$ cat config.mk
export PLATFORM = sky130hd
export DESIGN_NAME = mmio_uart_tx
export DESIGN_NICKNAME = d
export VERILOG_FILES = /design/src/rtl/mmio_uart_tx.sv
export SDC_FILE = /design/constraint.sdc
export NUM_CORES = 1
export LEC_CHECK = 0
export ABC_AREA = 1
export BUFFER_PORTS_ARGS = -buffer_cell sky130_fd_sc_hd__buf_2
export CAP_MARGIN = 20
export CELL_PAD_IN_SITES_DETAIL_PLACEMENT = 0
export CELL_PAD_IN_SITES_GLOBAL_PLACEMENT = 1
export CORE_MARGIN = 3
export CORE_UTILIZATION = 48
export DETAILED_ROUTE_END_ITERATION = 8
export PLACE_DENSITY = 0.88
export RECOVER_POWER = 50
export SYNTH_ARGS = -nofsm -noshare
export SYNTH_HDL_FRONTEND = slang
export SYNTH_SLANG_ARGS = --single-unit
$ cat constraint.sdc
create_clock -name clk -period 5.4 [get_ports clk]
set_input_delay 1.08 -clock clk [delete_from_list [all_inputs] [get_ports clk]]
set_output_delay 1.08 -clock clk [all_outputs]
set_load 0.005 [all_outputs]
$ cat src/rtl/mmio_uart_tx.sv
// mmio_uart_tx: memory-mapped 8N1 UART transmitter on the CPU data-memory port.
// A 16-byte register window holds TXDATA, STATUS, DIV and CTRL, in that order.
// TXDATA pushes bytes into a small circular FIFO.
// A four-state serializer drains the FIFO using a programmable baud divider.
// Optional feature macro: MMIO_UART_IRQ_EN.
// When it is defined, the block gains irq_o and a CTRL irq_enable bit.
// When it is undefined, CTRL reads as zero and writes to it are ignored.
module mmio_uart_tx #(
   parameter logic [31:0] BASE_ADDR  = 32'h0000_1000,
   parameter int unsigned CLK_DIV    = 868,
   parameter int unsigned FIFO_DEPTH = 8
) (
   input  logic        clk,
   input  logic        reset,
   input  logic [3:0]  data_mem_we_i,
   input  logic [31:0] data_mem_address_i,
   input  logic [31:0] data_mem_write_i,
   output logic [31:0] data_mem_read_o,
`ifdef MMIO_UART_IRQ_EN
   output logic        irq_o,
`endif
   output logic        tx_o
);

   localparam int PTR_W = $clog2(FIFO_DEPTH);
   localparam int CNT_W = PTR_W + 1;
   localparam logic [CNT_W-1:0] DEPTH_CNT = CNT_W'(FIFO_DEPTH);
   localparam logic [15:0]      DIV_RESET = 16'(CLK_DIV);

   typedef enum logic [1:0] {IDLE, START, DATA, STOP} state_t;

   // ---------------- address decode ----------------
   logic       sel;
   logic [1:0] reg_off;
   logic       wr_en;
   logic       push_req;
   logic       ovf_clr;
   logic       div_wr_lo;
   logic       div_wr_hi;

   assign sel       = (data_mem_address_i[31:4] == BASE_ADDR[31:4]);
   assign reg_off   = data_mem_address_i[3:2];
   assign wr_en     = sel & (|data_mem_we_i);
   assign push_req  = wr_en & (reg_off == 2'd0) & data_mem_we_i[0];
   assign ovf_clr   = wr_en & (reg_off == 2'd1) & data_mem_we_i[0] & data_mem_write_i[3];
   assign div_wr_lo = wr_en & (reg_off == 2'd2) & data_mem_we_i[0];
   assign div_wr_hi = wr_en & (reg_off == 2'd2) & data_mem_we_i[1];

   // Byte-offset bits and the upper write lanes have no meaning in this window.
   logic unused_bits;
   assign unused_bits = ^{data_mem_address_i[1:0], data_mem_write_i[31:16]};

   // ---------------- TX FIFO ----------------
   logic [7:0]       fifo_mem [FIFO_DEPTH];
   logic [PTR_W-1:0] wr_ptr_reg;
   logic [PTR_W-1:0] rd_ptr_reg;
   logic [CNT_W-1:0] count_reg;
   logic             full;
   logic             empty;
   logic             push_ok;
   logic             pop;

   assign full    = (count_reg == DEPTH_CNT);
   assign empty   = (count_reg == '0);
   assign push_ok = push_req & ~full;

   // FIFO storage. After reset the contents are stale but unreachable, because the pointers clear.
   always_ff @(posedge clk) begin
      if (push_ok)
         fifo_mem[wr_ptr_reg] <= data_mem_write_i[7:0];
   end

   // FIFO pointers and occupancy. A simultaneous push and pop leaves the count unchanged.
   always_ff @(posedge clk or posedge reset) begin
      if (reset) begin
         wr_ptr_reg <= '0;
         rd_ptr_reg <= '0;
         count_reg  <= '0;
      end else begin
         if (push_ok)
            wr_ptr_reg <= wr_ptr_reg + PTR_W'(1);
         if (pop)
            rd_ptr_reg <= rd_ptr_reg + PTR_W'(1);
         case ({push_ok, pop})
            2'b10:   count_reg <= count_reg + CNT_W'(1);
            2'b01:   count_reg <= count_reg - CNT_W'(1);
            default: count_reg <= count_reg;
         endcase
      end
   end

   // ---------------- control registers ----------------
   logic        ovf_reg;
   logic [15:0] div_reg;
   logic [15:0] eff_div;

   assign eff_div = (div_reg < 16'd2) ? 16'd2 : div_reg;

   // Sticky overflow and the baud divider. A push that meets a full FIFO is dropped.
   always_ff @(posedge clk or posedge reset) begin
      if (reset) begin
         ovf_reg <= 1'b0;
         div_reg <= DIV_RESET;
      end else begin
         if (push_req & full)
            ovf_reg <= 1'b1;
         else if (ovf_clr)
            ovf_reg <= 1'b0;
         if (div_wr_lo)
            div_reg[7:0] <= data_mem_write_i[7:0];
         if (div_wr_hi)
            div_reg[15:8] <= data_mem_write_i[15:8];
      end
   end

   // ---------------- serializer ----------------
   state_t      state_reg;
   state_t      state_next;
   logic [7:0]  shift_reg;
   logic [2:0]  bit_cnt_reg;
   logic [15:0] baud_cnt_reg;
   logic        tx_reg;
   logic        baud_done;
   logic        baud_load;
   logic        shift_load;
   logic        shift_en;
   logic        bit_clr;
   logic        bit_inc;
   logic        tx_next;
   logic        busy;

   assign baud_done = (baud_cnt_reg == 16'd0);
   assign busy      = (state_reg != IDLE);

   // State register.
   always_ff @(posedge clk or posedge reset) begin
      if (reset)
         state_reg <= IDLE;
      else
         state_reg <= state_next;
   end

   // Next-state logic. STOP chains straight into START when more data is waiting.
   always_comb begin
      state_next = state_reg;
      case (state_reg)
         IDLE:  if (!empty) state_next = START;
         START: if (baud_done) state_next = DATA;
         DATA:  if (baud_done && bit_cnt_reg == 3'd7) state_next = STOP;
         STOP:  if (baud_done) state_next = empty ? IDLE : START;
         default: state_next = IDLE;
      endcase
   end

   // Datapath controls, plus the line level for the next cycle. tx_o is a flop, so it stays glitch-free.
   always_comb begin
      pop        = 1'b0;
      baud_load  = 1'b0;
      shift_load = 1'b0;
      shift_en   = 1'b0;
      bit_clr    = 1'b0;
      bit_inc    = 1'b0;
      tx_next    = 1'b1;
      case (state_reg)
         IDLE: begin
            if (!empty) begin
               pop        = 1'b1;
               shift_load = 1'b1;
               baud_load  = 1'b1;
               tx_next    = 1'b0;
            end
         end
         START: begin
            tx_next = 1'b0;
            if (baud_done) begin
               baud_load = 1'b1;
               bit_clr   = 1'b1;
               tx_next   = shift_reg[0];
            end
         end
         DATA: begin
            tx_next = shift_reg[0];
            if (baud_done) begin
               baud_load = 1'b1;
               if (bit_cnt_reg == 3'd7) begin
                  tx_next = 1'b1;
               end else begin
                  shift_en = 1'b1;
                  bit_inc  = 1'b1;
                  tx_next  = shift_reg[1];
               end
            end
         end
         STOP: begin
            tx_next = 1'b1;
            if (baud_done && !empty) begin
               pop        = 1'b1;
               shift_load = 1'b1;
               baud_load  = 1'b1;
               tx_next    = 1'b0;
            end
         end
         default: tx_next = 1'b1;
      endcase
   end

   // Shift register, bit counter and baud counter. The divider is sampled only at bit boundaries.
   always_ff @(posedge clk or posedge reset) begin
      if (reset) begin
         shift_reg    <= '0;
         bit_cnt_reg  <= '0;
         baud_cnt_reg <= '0;
         tx_reg       <= 1'b1;
      end else begin
         if (shift_load)
            shift_reg <= fifo_mem[rd_ptr_reg];
         else if (shift_en)
            shift_reg <= {1'b0, shift_reg[7:1]};
         if (bit_clr)
            bit_cnt_reg <= '0;
         else if (bit_inc)
            bit_cnt_reg <= bit_cnt_reg + 3'd1;
         if (baud_load)
            baud_cnt_reg <= eff_div - 16'd1;
         else if (!baud_done)
            baud_cnt_reg <= baud_cnt_reg - 16'd1;
         tx_reg <= tx_next;
      end
   end

   assign tx_o = tx_reg;

   // ---------------- optional interrupt ----------------
   logic ctrl_bit;
`ifdef MMIO_UART_IRQ_EN
   logic irq_en_reg;
   logic irq_reg;

   // IRQ enable, and a level interrupt that drops right after an accepted push.
   always_ff @(posedge clk or posedge reset) begin
      if (reset) begin
         irq_en_reg <= 1'b0;
         irq_reg    <= 1'b0;
      end else begin
         if (wr_en && reg_off == 2'd3 && data_mem_we_i[0])
            irq_en_reg <= data_mem_write_i[0];
         irq_reg <= irq_en_reg & empty & ~busy & ~push_ok;
      end
   end

   assign ctrl_bit = irq_en_reg;
   assign irq_o    = irq_reg;
`else
   assign ctrl_bit = 1'b0;
`endif

   // ---------------- read path ----------------
   logic [31:0] rd_mux;
   logic [31:0] rdata_reg;

   // Register read mux. Reads never alter state.
   always_comb begin
      rd_mux = 32'd0;
      case (reg_off)
         2'd1:    rd_mux = {17'd0, 7'(count_reg), 4'd0, ovf_reg, busy, empty, full};
         2'd2:    rd_mux = {16'd0, div_reg};
         2'd3:    rd_mux = {31'd0, ctrl_bit};
         default: rd_mux = 32'd0;
      endcase
   end

   // Read data is registered one cycle after the address and is zero when the window is not selected.
   always_ff @(posedge clk or posedge reset) begin
      if (reset)
         rdata_reg <= 32'd0;
      else
         rdata_reg <= sel ? rd_mux : 32'd0;
   end

   assign data_mem_read_o = rdata_reg;

endmodule

### Word-level counts from Yosys, hierarchy flattened

Memories as Yosys holds them, arrays and structs flattened.
Index checks and enable logic that the tools add are counted.

| word-level totals | value |
|---|---|
| bits in writable memories | 64 |
| ROM bits | 0 |
| output and inout port bits | 33 |
| input bits | 70 |
| logic and storage cells | 98 |
| bits in registers | 89 |
| bits in latches | 0 |
| memories | 1 |

| operators by class | value |
|---|---|
| reduce and logical (&&, ||, !) cells | 15 |
| multiply operators | 0 |
| order comparisons | 1 |
| bitwise logic cells | 12 |
| equal/unequal tests | 15 |
| add/sub/neg operators | 7 |
| mux-type cells | 35 |
| divide/modulo/power cells | 0 |
| shift-type cells | 0 |

Memory list:

| name | words | width | read ports | clocked after Yosys merged registers in | wr ports | RTL line | text |
|---|---|---|---|---|---|---|---|
| fifo_mem | 8 | 8 | 1 | 0 | 1 | 54 | `logic [7:0] fifo_mem [FIFO_DEPTH];` |

Operators with widths:

| operator | count |
|---|---|
| 2-to-1 mux 16 bit | 3 |
| 2-to-1 mux 32 bit | 1 |
| case mux 16 bit (2 select lines) | 1 |
| subtractor 16 x 1 -> 16 bit (second input constant) | 2 |
| == test 28 x 9 -> 1 bit (second input constant) | 1 |
| 2-to-1 mux 1 bit | 17 |
| logical NOT 16 bit | 1 |
| < comparator 16 x 2 -> 1 bit (second input constant) | 1 |
| 2-to-1 mux 8 bit | 2 |
| bitwise AND 1 bit | 11 |
| nonzero test 2 bit | 5 |
| adder 3 x 1 -> 3 bit (second input constant) | 3 |
| == test 2 bit (second input constant) | 4 |
| 2-to-1 mux 2 bit | 4 |
| inequality test 2 bit (second input constant) | 4 |
| case mux 2 bit (4 select lines) | 1 |
| case mux 4 bit (2 select lines) | 1 |
| == test 2 x 1 -> 1 bit (second input constant) | 3 |
| 2-to-1 mux 3 bit | 2 |
| adder 4 x 1 -> 4 bit (second input constant) | 1 |
| == test 4 bit (second input constant) | 1 |
| logical NOT 2 bit | 2 |
| logical NOT 4 bit | 1 |
| case mux 1 bit (4 select lines) | 1 |
| other kinds (11) | 12 |

### Longest topological paths before layout

| depth | value |
|---|---|
| word-level depth | 7 |
| depth in mapped cells | 18 |
| depth with buffers taken out | 17 |

### Worst setup path before layout

Ideal clock, no wire load.

| timing | value |
|---|---|
| path type | in2reg |
| from | in data_mem_address_i[17] |
| to | mem fifo_mem[0][0], enable pin |
| path buffers | 0 |
| data required time | 5.017 ns |
| stages on the path | 7 |
| arrival | 2.714 ns |
| slack | 2.302 ns |
| path through | nor4_1 -> nor3b_1 -> nand2_1 -> inv_1 -> nand3_1 -> or2_2 -> nor3_1 |

| on the way | value |
|---|---|
| longest elaborated chain between the ends | 7 |

RTL lines:

| element | RTL line | text |
|---|---|---|
| start: declaration | 16 | `input logic [31:0] data_mem_address_i,` |
| == test 28 x 9 -> 1 bit | 41 | `assign sel = (data_mem_address_i[31:4] == BASE_ADDR[31:4]);` |
| bitwise AND 1 bit | 43 | `assign wr_en = sel & (\|data_mem_we_i);` |
| bitwise AND 1 bit (2 in series) | 44 | `assign push_req = wr_en & (reg_off == 2'd0) & data_mem_we_i[0];` |
| bitwise AND 1 bit | 65 | `assign push_ok = push_req & ~full;` |
| 2-to-1 mux 1 bit | 69 | `if (push_ok)` |
| 2-to-1 mux 1 bit (implied by the code) | 70 | `fifo_mem[wr_ptr_reg] <= data_mem_write_i[7:0];` |
| end: declaration | 54 |  |

No other way between the ends.

==> qor.csv <==
metric,value,unit
DR vias,4910,
setup skew after layout,4.47,ps
die span in x,124,µm
mux cell area share after synthesis,2.69,%
Routed WL,14.8,mm
Finished Cell Area,0.00773,mm²
Placer Congestion,0.864,
share of the synthesized area in the top cell type,28.7,%
clk slew on worst S/H paths,60,ps
final max-slew violation count,75,
"EDFF count, synth",64,
most frequent cells after synthesis,"nand2_1 (123), nor2_1 (77), dfrtp_1 (67), edfxtp_1 (64), inv_1 (51)",
Pre-antenna DRT Iters,5,
CTS tree,done,
DR iter-0 viols,314,
number of diodes,0,
core area,0.0135,mm²
"area leader, netlist",edfxtp_1,
die height,124,µm
"Net count, final",833,
crit path kind,in2async,
status,"complete, but fails checks",
register area,0.00376,mm²
total global-route track usage,20.6,%
worst-margin pin slew,2100,ps
Worst Path Required,5500,ps
gate count of the mapped netlist,667,
crit path max fanout,39,
Max clock buf depth,2,
ratio of cells with drive above 1 in the final layout,21.6,%
Max-slew headroom,-39.9,%
ys async rst share,53.3,%
top-count cell post-synth,nand2_1,
unrepaired setup endpoints after global routing,false,
HPWL after detailed placement,10.2,mm
Rows,42,
TNS Setup,0,ps
Clock Root Buffer,clkbuf_16,
overall power,2.36,mW
post-placement cell area,0.00718,mm²
cts hold-fix bufs,0,
failing checks,"capacitance limit, slew limit",
wire length per cell,15.8,µm
Critical-path top delay cell,clkbuf_1,
area of the multi-input gates,0.00257,mm²
initial core utilization,49.8,%
Synth area leaders,"edfxtp_1 (29%), dfrtp_1 (25%), nand2_1 (6.9%)",
# setup viols final,0,
xor/xnor share of the synthesized area,1.05,%
Worst Hold Class,reg2reg,
Hold WS,495,ps
Syn Area/Cell,10.0,µm²
clock sink total,137,
GRT overflow,0,
vias in the first global route,5010,
area growth from synthesis to layout,15.4,%
PwrDens,306,mW/mm²
largest family of logic cells by synthesized area,simple AND/OR/NAND/NOR gates,
adder-cell area share of the yosys netlist,3.29,%
final hold violations,0,
# port buffers,66,
drt drc,0,
H-tree depth,4,
CP startpoint kind,input port,
Post-CTS Setup Bufs,0,
initial antenna violation count,0,
Num CTS Buffers,17,
peak supply drop,254,µV
first-pass GRT wire length,24.2,mm
Critical Path Max Stage Delay,1570,ps
final worst-path cycle share,66.9,%
Largest register FFs,64,
post-cts resize count,0,
Compound-Gate Fraction of Synth Area,8.27,%
endpoint class of the critical path,asynchronous set/reset pin,
CP Cell Sequence,buf_2 > inv_1 > clkbuf_1,
Main synth FF type,dfrtp_1,
number of fill cells,1163,
Avg Vias per Cell,5.25,
number of synthesis warnings,0,
"Most flops, register",fifo_mem,
worst skew pair latency,420,ps
register area share after synthesis,56.0,%
Top Ports,103,
largest net degree at the start of global routing,40,
Post-Synthesis Cell Area,0.00670,mm²
WP buf/inv,3,
achievable clock frequency,277,MHz
CP Data Arrival Time,3710,ps
Max Cap Viol,2,
min Tclk post-route,3610,ps
Die ar.,0.0154,mm²
distinct cell type count after synthesis,49,
flop and latch count out of synthesis,137,
simple-gate share of the synthesized area,22.3,%
antenna-violating nets left,0,
Leakage Power,3.52,nW
Worst path top cell family by delay,buffers and inverters,
placed cells by master, fill, tap and decap left out, types with 17 or more instances in the layout:
| cell | Yosys | routed |
|---|---|---|
| a21oi_1 | 21 | 21 |
| buf_2 | 3 | 48 |
| clkbuf_1 | 8 | 21 |
| clkbuf_16 | 0 | 17 |
| dfrtp_1 | 67 | 67 |
| edfxtp_1 | 64 | 64 |
| inv_1 | 51 | 51 |
| nand2_1 | 123 | 123 |
| nand3_1 | 27 | 27 |
| nor2_1 | 77 | 78 |
| o21ai_0 | 44 | 44 |
power by group:
group / switching (mW) / internal (mW) / total (mW)
Combinational: 0.0516 / 0.0312 / 0.0828
Sequential: 0.0136 / 1.12 / 1.13
Clock: 0.433 / 0.718 / 1.15
Total: 0.498 / 1.87 / 2.36
kinds of logic (layout without fill, tap and decap cells):
logic type,after synthesis,count (layout)
xor gates and xnor gates,8,8
DFF,137,137
adders and majority gates,17,17
other,1,16
and+or+nand+nor,303,303
muxes,16,16
buffers and inverters,89,166
AOI/OAI and AO/OA,96,96
path summary, 6_finish.rpt:
check	slack [ps]	end	start	cells past startpoint
min	490	shift_reg[2]	shift_reg[2]	2
max reg2reg	2020	shift_reg[1]	rd_ptr_reg[0]	8
min in group asynchronous	1030	data_mem_read_o[5]	reset	2
min reg2reg	490	shift_reg[2]	shift_reg[2]	2
max in group clk	2020	shift_reg[1]	rd_ptr_reg[0]	8
max	1790	baud_cnt_reg[13]	reset	3
through the flow:
| stage | setup WS (ps) | instances | util, % |
|---|---|---|---|
| after floorplan | 2300 | 682 | - |
| after global placement | 1940 | 902 | 53.3 |
| final | 1790 | 935 | 57.5 |
| after detailed placement | 1890 | 902 | 53.3 |
| after CTS | 2290 | 934 | 57.7 |
| after global routing | 1100 | 935 | 57.5 |
cell type report:
| type | instances | share of cell area (%) |
|---|---|---|
| Clock buffer | 18 | 5.55 |
| Clock inverter | 14 | 2.02 |
| Inverter | 57 | 2.77 |
| Multi-Input combinational cell | 456 | 33.3 |
| Sequential cell | 137 | 48.6 |
| Tap cell | 176 | 2.85 |
| Timing Repair Buffer | 77 | 4.95 |
worst reg2reg max path: cells and delay by family (launching register included):
kind,cells,cell delay [ps]
buffers and inverters,2,2010
AO/OA/AOI/OAI,3,690
AND/OR/NAND/NOR,3,230
flip-flops,1,320
routing by layer:
| metal | track usage, % | vias up | wire length [µm] |
|---|---|---|---|
| met1 | 26.9 | 2371 | 6650 |
| met5 | 0 | - | 0 |
| li1 | - | 2371 | - |
| met2 | 33.9 | 142 | 7110 |
| met3 | 3.81 | 26 | 687 |
| met4 | 8.69 | 0 | 334 |
Note: power is estimated with default switching activity, not from simulation.
